File: config.mk
export PLATFORM = sky130hd
export DESIGN_NAME = pin_entry_ctrl
export DESIGN_NICKNAME = d
export VERILOG_FILES = /design/src/rtl/pin_entry_ctrl.sv
export SDC_FILE = /design/constraint.sdc
export NUM_CORES = 1
export LEC_CHECK = 0
export ABC_AREA = 1
export CORE_MARGIN = 1.5
export CORE_UTILIZATION = 35
export DETAILED_ROUTE_END_ITERATION = 8
export DONT_BUFFER_PORTS = 1
export GPL_TIMING_DRIVEN = 0
export HOLD_SLACK_MARGIN = 0.02
export PLACE_DENSITY_LB_ADDON = 0.05
export SETUP_SLACK_MARGIN = 0.1
export SYNTH_ARGS = -nofsm -noshare
export SYNTH_HDL_FRONTEND = slang
export SYNTH_SLANG_ARGS = --single-unit
File: constraint.sdc
create_clock -name clk -period 1.7 [get_ports clk]
set_input_delay 0.34 -clock clk [delete_from_list [all_inputs] [get_ports clk]]
set_output_delay 0.34 -clock clk [all_outputs]
set_load 0.1 [all_outputs]
File: src/rtl/pin_entry_ctrl.sv
// Keypad PIN entry: 3-digit code with backspace/clear/enter, retry count, open and lockout timers.
// Outputs react two clocks after a key goes one-hot; optional PIN change under `PIN_CHANGE_EN.
module pin_entry_ctrl #(
    parameter logic [11:0] PWD         = 12'h123,
    parameter int unsigned MAX_TRIES   = 3,
    parameter int unsigned OPEN_CYCLES = 150_000_000,
    parameter int unsigned LOCK_CYCLES = 500_000_000
) (
    input  logic        clk,
    input  logic        RSTn,
    input  logic [15:0] key_deb,
    output logic [11:0] data,
    output logic [2:0]  tries,
    output logic        unlocked,
    output logic        locked,
    output logic        err_pulse
);

    localparam logic [11:0] BLANK    = 12'hFFF;
    localparam logic [11:0] DASHES   = 12'hAAA;
    localparam logic [2:0]  MAX_T    = 3'(MAX_TRIES);
    localparam logic [31:0] OPEN_LD  = 32'(OPEN_CYCLES - 1);
    localparam logic [31:0] LOCK_LD  = 32'(LOCK_CYCLES - 1);

`ifdef PIN_CHANGE_EN
    typedef enum logic [2:0] {ST_ENTRY, ST_CHECK, ST_OPEN, ST_LOCKOUT, ST_NEWPIN} state_t;
`else
    typedef enum logic [2:0] {ST_ENTRY, ST_CHECK, ST_OPEN, ST_LOCKOUT} state_t;
`endif

    state_t      state_q, state_d;
    logic [15:0] prev_q;
    logic        evt_q, evt_d;
    logic [3:0]  key_q, key_idx;
    logic        onehot;
    logic [11:0] data_q, data_d, edit_data, pin_val;
    logic [1:0]  cnt_q, cnt_d, edit_cnt;
    logic [2:0]  tries_q, tries_d;
    logic [31:0] timer_q, timer_d;
    logic        err_q, err_d;
    logic        is_digit, is_back, is_enter, is_clear;

`ifdef PIN_CHANGE_EN
    logic [11:0] pin_q, pin_d;
    logic        is_newpin;
    assign pin_val   = pin_q;
    assign is_newpin = evt_q && (key_q == 4'd13);
`else
    assign pin_val   = PWD;
`endif

    // A press counts only on a clean 0 -> one-hot transition.
    always_comb begin
        onehot  = (key_deb != 16'd0) && ((key_deb & (key_deb - 16'd1)) == 16'd0);
        key_idx = 4'd0;
        for (int k = 0; k < 16; k++) begin
            if (key_deb[k]) key_idx = 4'(k);
        end
        evt_d = onehot && (prev_q == 16'd0);
    end

    assign is_digit = evt_q && (key_q <= 4'd9);
    assign is_back  = evt_q && (key_q == 4'd10);
    assign is_enter = evt_q && (key_q == 4'd11);
    assign is_clear = evt_q && (key_q == 4'd12);

    always_comb begin
        edit_data = data_q;
        edit_cnt  = cnt_q;
        if (is_digit && cnt_q != 2'd3) begin
            edit_data = {data_q[7:0], key_q};
            edit_cnt  = cnt_q + 2'd1;
        end else if (is_back && cnt_q != 2'd0) begin
            edit_data = {4'hF, data_q[11:4]};
            edit_cnt  = cnt_q - 2'd1;
        end else if (is_clear) begin
            edit_data = BLANK;
            edit_cnt  = 2'd0;
        end
    end

    always_comb begin
        state_d = state_q;
        data_d  = data_q;
        cnt_d   = cnt_q;
        tries_d = tries_q;
        timer_d = timer_q;
        err_d   = 1'b0;
`ifdef PIN_CHANGE_EN
        pin_d   = pin_q;
`endif
        case (state_q)
            ST_ENTRY: begin
                data_d = edit_data;
                cnt_d  = edit_cnt;
                if (is_enter && cnt_q == 2'd3) state_d = ST_CHECK;
            end
            ST_CHECK: begin
                data_d = BLANK;
                cnt_d  = 2'd0;
                if (data_q == pin_val) begin
                    tries_d = MAX_T;
                    timer_d = OPEN_LD;
                    state_d = ST_OPEN;
                end else begin
                    err_d   = 1'b1;
                    tries_d = (tries_q != 3'd0) ? tries_q - 3'd1 : 3'd0;
                    if (tries_q <= 3'd1) begin
                        timer_d = LOCK_LD;
                        state_d = ST_LOCKOUT;
                    end else begin
                        state_d = ST_ENTRY;
                    end
                end
            end
            ST_OPEN: begin
                // Timer expiry wins over any key arriving in the same cycle.
                if (timer_q == 32'd0 || is_clear) begin
                    timer_d = 32'd0;
                    state_d = ST_ENTRY;
                end else begin
                    timer_d = timer_q - 32'd1;
`ifdef PIN_CHANGE_EN
                    if (is_newpin) state_d = ST_NEWPIN;
`endif
                end
            end
            ST_LOCKOUT: begin
                if (timer_q == 32'd0) begin
                    tries_d = MAX_T;
                    data_d  = BLANK;
                    cnt_d   = 2'd0;
                    state_d = ST_ENTRY;
                end else begin
                    timer_d = timer_q - 32'd1;
                end
            end
`ifdef PIN_CHANGE_EN
            ST_NEWPIN: begin
                data_d = edit_data;
                cnt_d  = edit_cnt;
                if (is_clear) begin
                    state_d = ST_ENTRY;
                end else if (is_enter && cnt_q == 2'd3) begin
                    pin_d   = data_q;
                    data_d  = BLANK;
                    cnt_d   = 2'd0;
                    state_d = ST_ENTRY;
                end
            end
`endif
            default: state_d = ST_ENTRY;
        endcase
    end

    always_ff @(posedge clk or negedge RSTn) begin
        if (!RSTn) begin
            state_q <= ST_ENTRY;
            prev_q  <= 16'd0;
            evt_q   <= 1'b0;
            key_q   <= 4'd0;
            data_q  <= BLANK;
            cnt_q   <= 2'd0;
            tries_q <= MAX_T;
            timer_q <= 32'd0;
            err_q   <= 1'b0;
`ifdef PIN_CHANGE_EN
            pin_q   <= PWD;
`endif
        end else begin
            state_q <= state_d;
            prev_q  <= key_deb;
            evt_q   <= evt_d;
            key_q   <= key_idx;
            data_q  <= data_d;
            cnt_q   <= cnt_d;
            tries_q <= tries_d;
            timer_q <= timer_d;
            err_q   <= err_d;
`ifdef PIN_CHANGE_EN
            pin_q   <= pin_d;
`endif
        end
    end

    assign data      = (state_q == ST_LOCKOUT) ? DASHES : data_q;
    assign tries     = tries_q;
`ifdef PIN_CHANGE_EN
    assign unlocked  = (state_q == ST_OPEN) || (state_q == ST_NEWPIN);
`else
    assign unlocked  = (state_q == ST_OPEN);
`endif
    assign locked    = (state_q == ST_LOCKOUT);
    assign err_pulse = err_q;

endmodule

## After elaboration in Yosys (flattened, before gate mapping)

Cells that the tools add are included.
W data, S select, Z words.

- Add/sub/neg operators: 5
- Magnitude comparators: 2
- Eq/ne operators: 15
- Mux-type cells: 43
- Bitwise gates (word level): 1
- Reduce and logical (&&, ||, !) cells: 24

Operator list:

| cell | count |
|---|---|
| $mux W32 | 4 |
| $pmux W32 S3 | 1 |
| $mux W12 | 5 |
| $mux W4 | 13 |
| $pmux W12 S3 | 1 |
| $logic_not A16 Y1 | 2 |
| $logic_not A32 Y1 | 1 |
| $sub A32 B1 Y32 const B | 1 |
| $mux W3 | 6 |
| $and A16 B16 Y16 | 1 |
| $reduce_bool A16 Y1 | 1 |
| $sub A16 B1 Y16 const B | 1 |
| $mux W2 | 7 |
| $eq A12 B9 Y1 const B | 1 |
| $eq A4 B4 Y1 const B | 3 |
| $pmux W3 S4 | 1 |
| $logic_and A1 B1 Y1 | 9 |
| $reduce_and A3 Y1 | 3 |
| $reduce_bool A3 Y1 | 3 |
| $eq A3 B2 Y1 const B | 2 |
| $ne A2 B2 Y1 const B | 3 |
| $pmux W2 S3 | 1 |
| $pmux W3 S2 | 1 |
| $le A4 B4 Y1 const B | 1 |
| 14 further kinds | 18 |

- Bits in registers: 74
- Output and inout port bits: 18

## Depth between registers and ports, before layout

- Word-level depth: 15
- Gate-level depth with buffers: 13
- Mapped depth without buffers: 13

## Least setup slack after synthesis

OpenSTA, ideal clock, no wires.

- Path kind: reg-to-output
- Start: register state_q[0]
- End: output data[0]
- Data arrival time: 2.795 ns
- Required time: 1.360 ns
- Setup slack: -1.435 ns
- Stages on the path, launching flop included: 5
- Path buffers: 1
- Cells stage by stage: dfrtp_1 -> nand2_1 -> inv_1 -> clkbuf_1 -> nor2_1

- Word-level cells in the longest chain between the ends: 2

RTL lines:

| item | RTL line | RTL |
|---|---|---|
| start: declaration | 31 | `state_t state_q, state_d;` |
| start signal: assignment | 171 | `state_q <= state_d;` |
| $eq A3 B2 Y1 | -- |  |
| net locked | 15 | `output logic locked,` |
| $mux W12 | 186 | `assign data = (state_q == ST_LOCKOUT) ? DASHES : data_q;` |
| end: declaration | 12 | `output logic [11:0] data,` |

The timed path passes the listed nets, and every way through them passes these cells.

## Worst setup path in the final report

Ends and elaborated chain as after synthesis.

==> impl_metrics.tcl <==
set metrics [dict create \
    max_freq_ghz 0.477 \
    grt_use_total_pct 20.4 \
    die-width_um 116 \
    viasPerCell 4.88 \
    gr-total-overflow 0 \
    synth.distinct_cells 37 \
    fin_worst_skew_ps 6.84 \
    vdd_ir_drop_max_uv 659 \
    cts-root-buf "clkbuf_16" \
    globalplace.congestion 0.876 \
    rr_startpoint "state_q[1]$_DFFE_PN0P_" \
    nNetsFinal 707 \
    start_kind "register" \
    cts_buffer_depth 2 \
    avgSynthCellArea_sq_um 7.35 \
    drc_errors 0 \
    io_pins 36 \
    antenna_cells 0 \
    routed.top_layer "met4" \
    finalSetupViolCount 56 \
    rrSetupSlack_ps -330 \
    maxSlewViolCount 0 \
    async_reset_ff_share_pct 100 \
    synth.cell_area_sq_mm 0.00444 \
    rsz0062_at_grt "true" \
    endpoint_kind "output port" \
    critPathMaxFanout 6 \
    maxCapViolations 0 \
    cts_sinks 73 \
    synth_area_leaders "dfrtp_1, nand2_1, nor2_1, dfstp_2, inv_1" \
    ys_ff_latch 73 \
    synth_top_area_share_pct 33.2 \
    netlist_top_cells_count "nand2_1, nor2_1, inv_1" \
    antenna_found_initial 0 \
    post-place-ws_ps -439 \
    hpwl_um 8120 \
    status "complete, but fails checks" \
    hp-class "primary input to async pin" \
    dieArea_sq_mm 0.0134 \
    failed_checks "negative hold slack, negative setup slack" \
    fp-row-count 40 \
    grt_max_degree 74 \
    drt_pass1_iterations 4 \
    wl_met3_um 491 \
    relSlewSlack_pct 51.5 \
    fp.dieH_um 116 \
    synthCells 605 \
    synth_top_cell_by_area "dfrtp_1" \
    core_area_sq_mm 0.0122 \
    design_area_sq_mm 0.00632 \
    synth.yosys.seq_area_share_pct 41.5 \
    path_clk_slew_ps 60 \
    yosys_warnings 0 \
    final_layout_size_suffix_gt1_share_pct 37.2 \
    period_minus_slack_ps 2100 \
    finish.utilization_pct 51.8 \
    worst_skew_pair.late_latency_ps 350 \
    routed_wl_um 12600 \
    htreeDepth 3 \
    antenna_left 0 \
    met1_length_um 5430 \
    io_buffers 0 \
    total_leakage_power_nw 2.96 \
    cts_buffers 9 \
    met2WireLength_um 6460 \
    syn2layout_area_growth_pct 42.3 \
    tightest_slew_ps 726 \
    cp.required_ps 1360 \
    fin_crit_sh_pct 123 \
    synthMostInstantiatedCell "nand2_1" \
    crit_start "state_q[0]$_DFFE_PN0P_" \
    power.density_mw_per_mm2 653 \
    vias 4174 \
    synth_nets 629 \
    grt_pass1_vias 4205 \
    path_class "register to output port" \
    grt_pass1_wl_um 20600 \
    regToRegEndpoint "timer_q[10]$_DFFE_PN0P_" \
    postCtsHoldBufs 16 \
    placed_area_sq_mm 0.00480 \
    post_drt_wl_per_cell_um 14.7 \
    synth-main-ff-cell "dfrtp_1" \
    r2r_cells 9 \
    crit_end "data[0]" \
    synth_enable_flop_cells 0 \
    cts_tree "yes" \
    initial_utilization_pct 36.4 \
    cp.arrival_ps 1760 \
    fin_ws_ps -397 \
    final_hold_viol_count 73 \
    drt_iter0_markers 158 \
    fin_hold_ws_ps -319 \
]
## layout by cell type, fill, tap and decap left out, types with 19 or more instances in the layout
cell type | netlist | routed
a21oi_2 | 10 | 25
buf_4 | 0 | 30
dfrtp_1 | 59 | 51
inv_1 | 68 | 58
nand2_1 | 129 | 98
nand2_2 | 3 | 24
nand4_1 | 19 | 19
nor2_1 | 113 | 94
o21ai_0 | 40 | 26
o21ai_2 | 13 | 22
## logic make-up after synthesis
kind of cell / Yosys count / synth area share, %
compound gates: 101 / 13.9
fa+ha+maj: 6 / 1.69
buf+inv: 84 / 8.25
xor+xnor: 14 / 2.76
simple gates: 327 / 31.9
flops: 73 / 41.5
## worst min path at each step
stage | cells after the start | startpoint | to
finish | 0 | RSTn | timer_q[15]$_DFFE_PN0P_
global route | 0 | RSTn | timer_q[13]$_DFFE_PN0P_
CTS | 0 | RSTn | cnt_q[0]$_DFFE_PN0P_
detailed placement | 0 | RSTn | timer_q[14]$_DFFE_PN0P_
global placement | 0 | RSTn | timer_q[13]$_DFFE_PN0P_
floorplan | 0 | RSTn | cnt_q[0]$_DFFE_PN0P_
## flip-flops by register name, indices dropped and copies added, names as in the netlist
name       count
cnt_q          2
data_q        12
err_pulse      1
evt_q          1
key_q          4
prev_q        16
state_q        2
timer_q       32
tries          3
## power by group
group | internal, mW | switching (mW) | total (mW)
sequential | 1.76 | 0.00871 | 1.77
clock | 1.45 | 0.819 | 2.27
combinational | 0.0471 | 0.0437 | 0.0908
total | 3.26 | 0.871 | 4.13
## worst max-delay path, stage by stage, from the launching register on
cell and delay [ps]:
dfrtp_2 460, nand2_4 90, clkinvlp_4 110, clkbuf_16 230, nor2_4 500
## per-stage QoR
| stage | setup TNS, ps | power [mW] | cells |
|---|---|---|---|
| 2_1_floorplan | -2340 | 1.85 | 605 |
| 3_3_place_gp | -14280 | 1.86 | 773 |
| 3_5_place_dp | -14970 | 1.86 | 773 |
| 4_1_cts | -13300 | 4.20 | 841 |
| 5_1_grt | -17920 | 4.27 | 856 |
| 6_report | -13430 | 4.13 | 856 |
## layout make-up
| cell class | count | area [sq um] |
|---|---|---|
| clock buffers | 9 | 225 |
| clock inverters | 7 | 124 |
| plain buffers | 12 | 143 |
| multi-input cells | 448 | 2740 |
| fillers | 1207 | 5890 |
| well taps | 168 | 210 |
| inverters | 72 | 293 |
| flip-flops and latches | 73 | 1860 |
| repair buffers | 67 | 724 |
## routing by layer
metal | GRT usage [%] | vias up
met5 | 0 | -
met4 | 6.67 | 0
met3 | 5.86 | 17
met2 | 35.2 | 55
met1 | 24.5 | 1994
li1 | - | 2108
## what timing repair did
item                                   CTS  global route
cloned                                   6             0
endpoints found under the hold margin   89            73
buffers inserted                        30            17
gates resized for setup                107            58
setup endpoints to repair               66            66
pin swaps                               36            22
No activity file was read; power rests on OpenSTA's default activity.
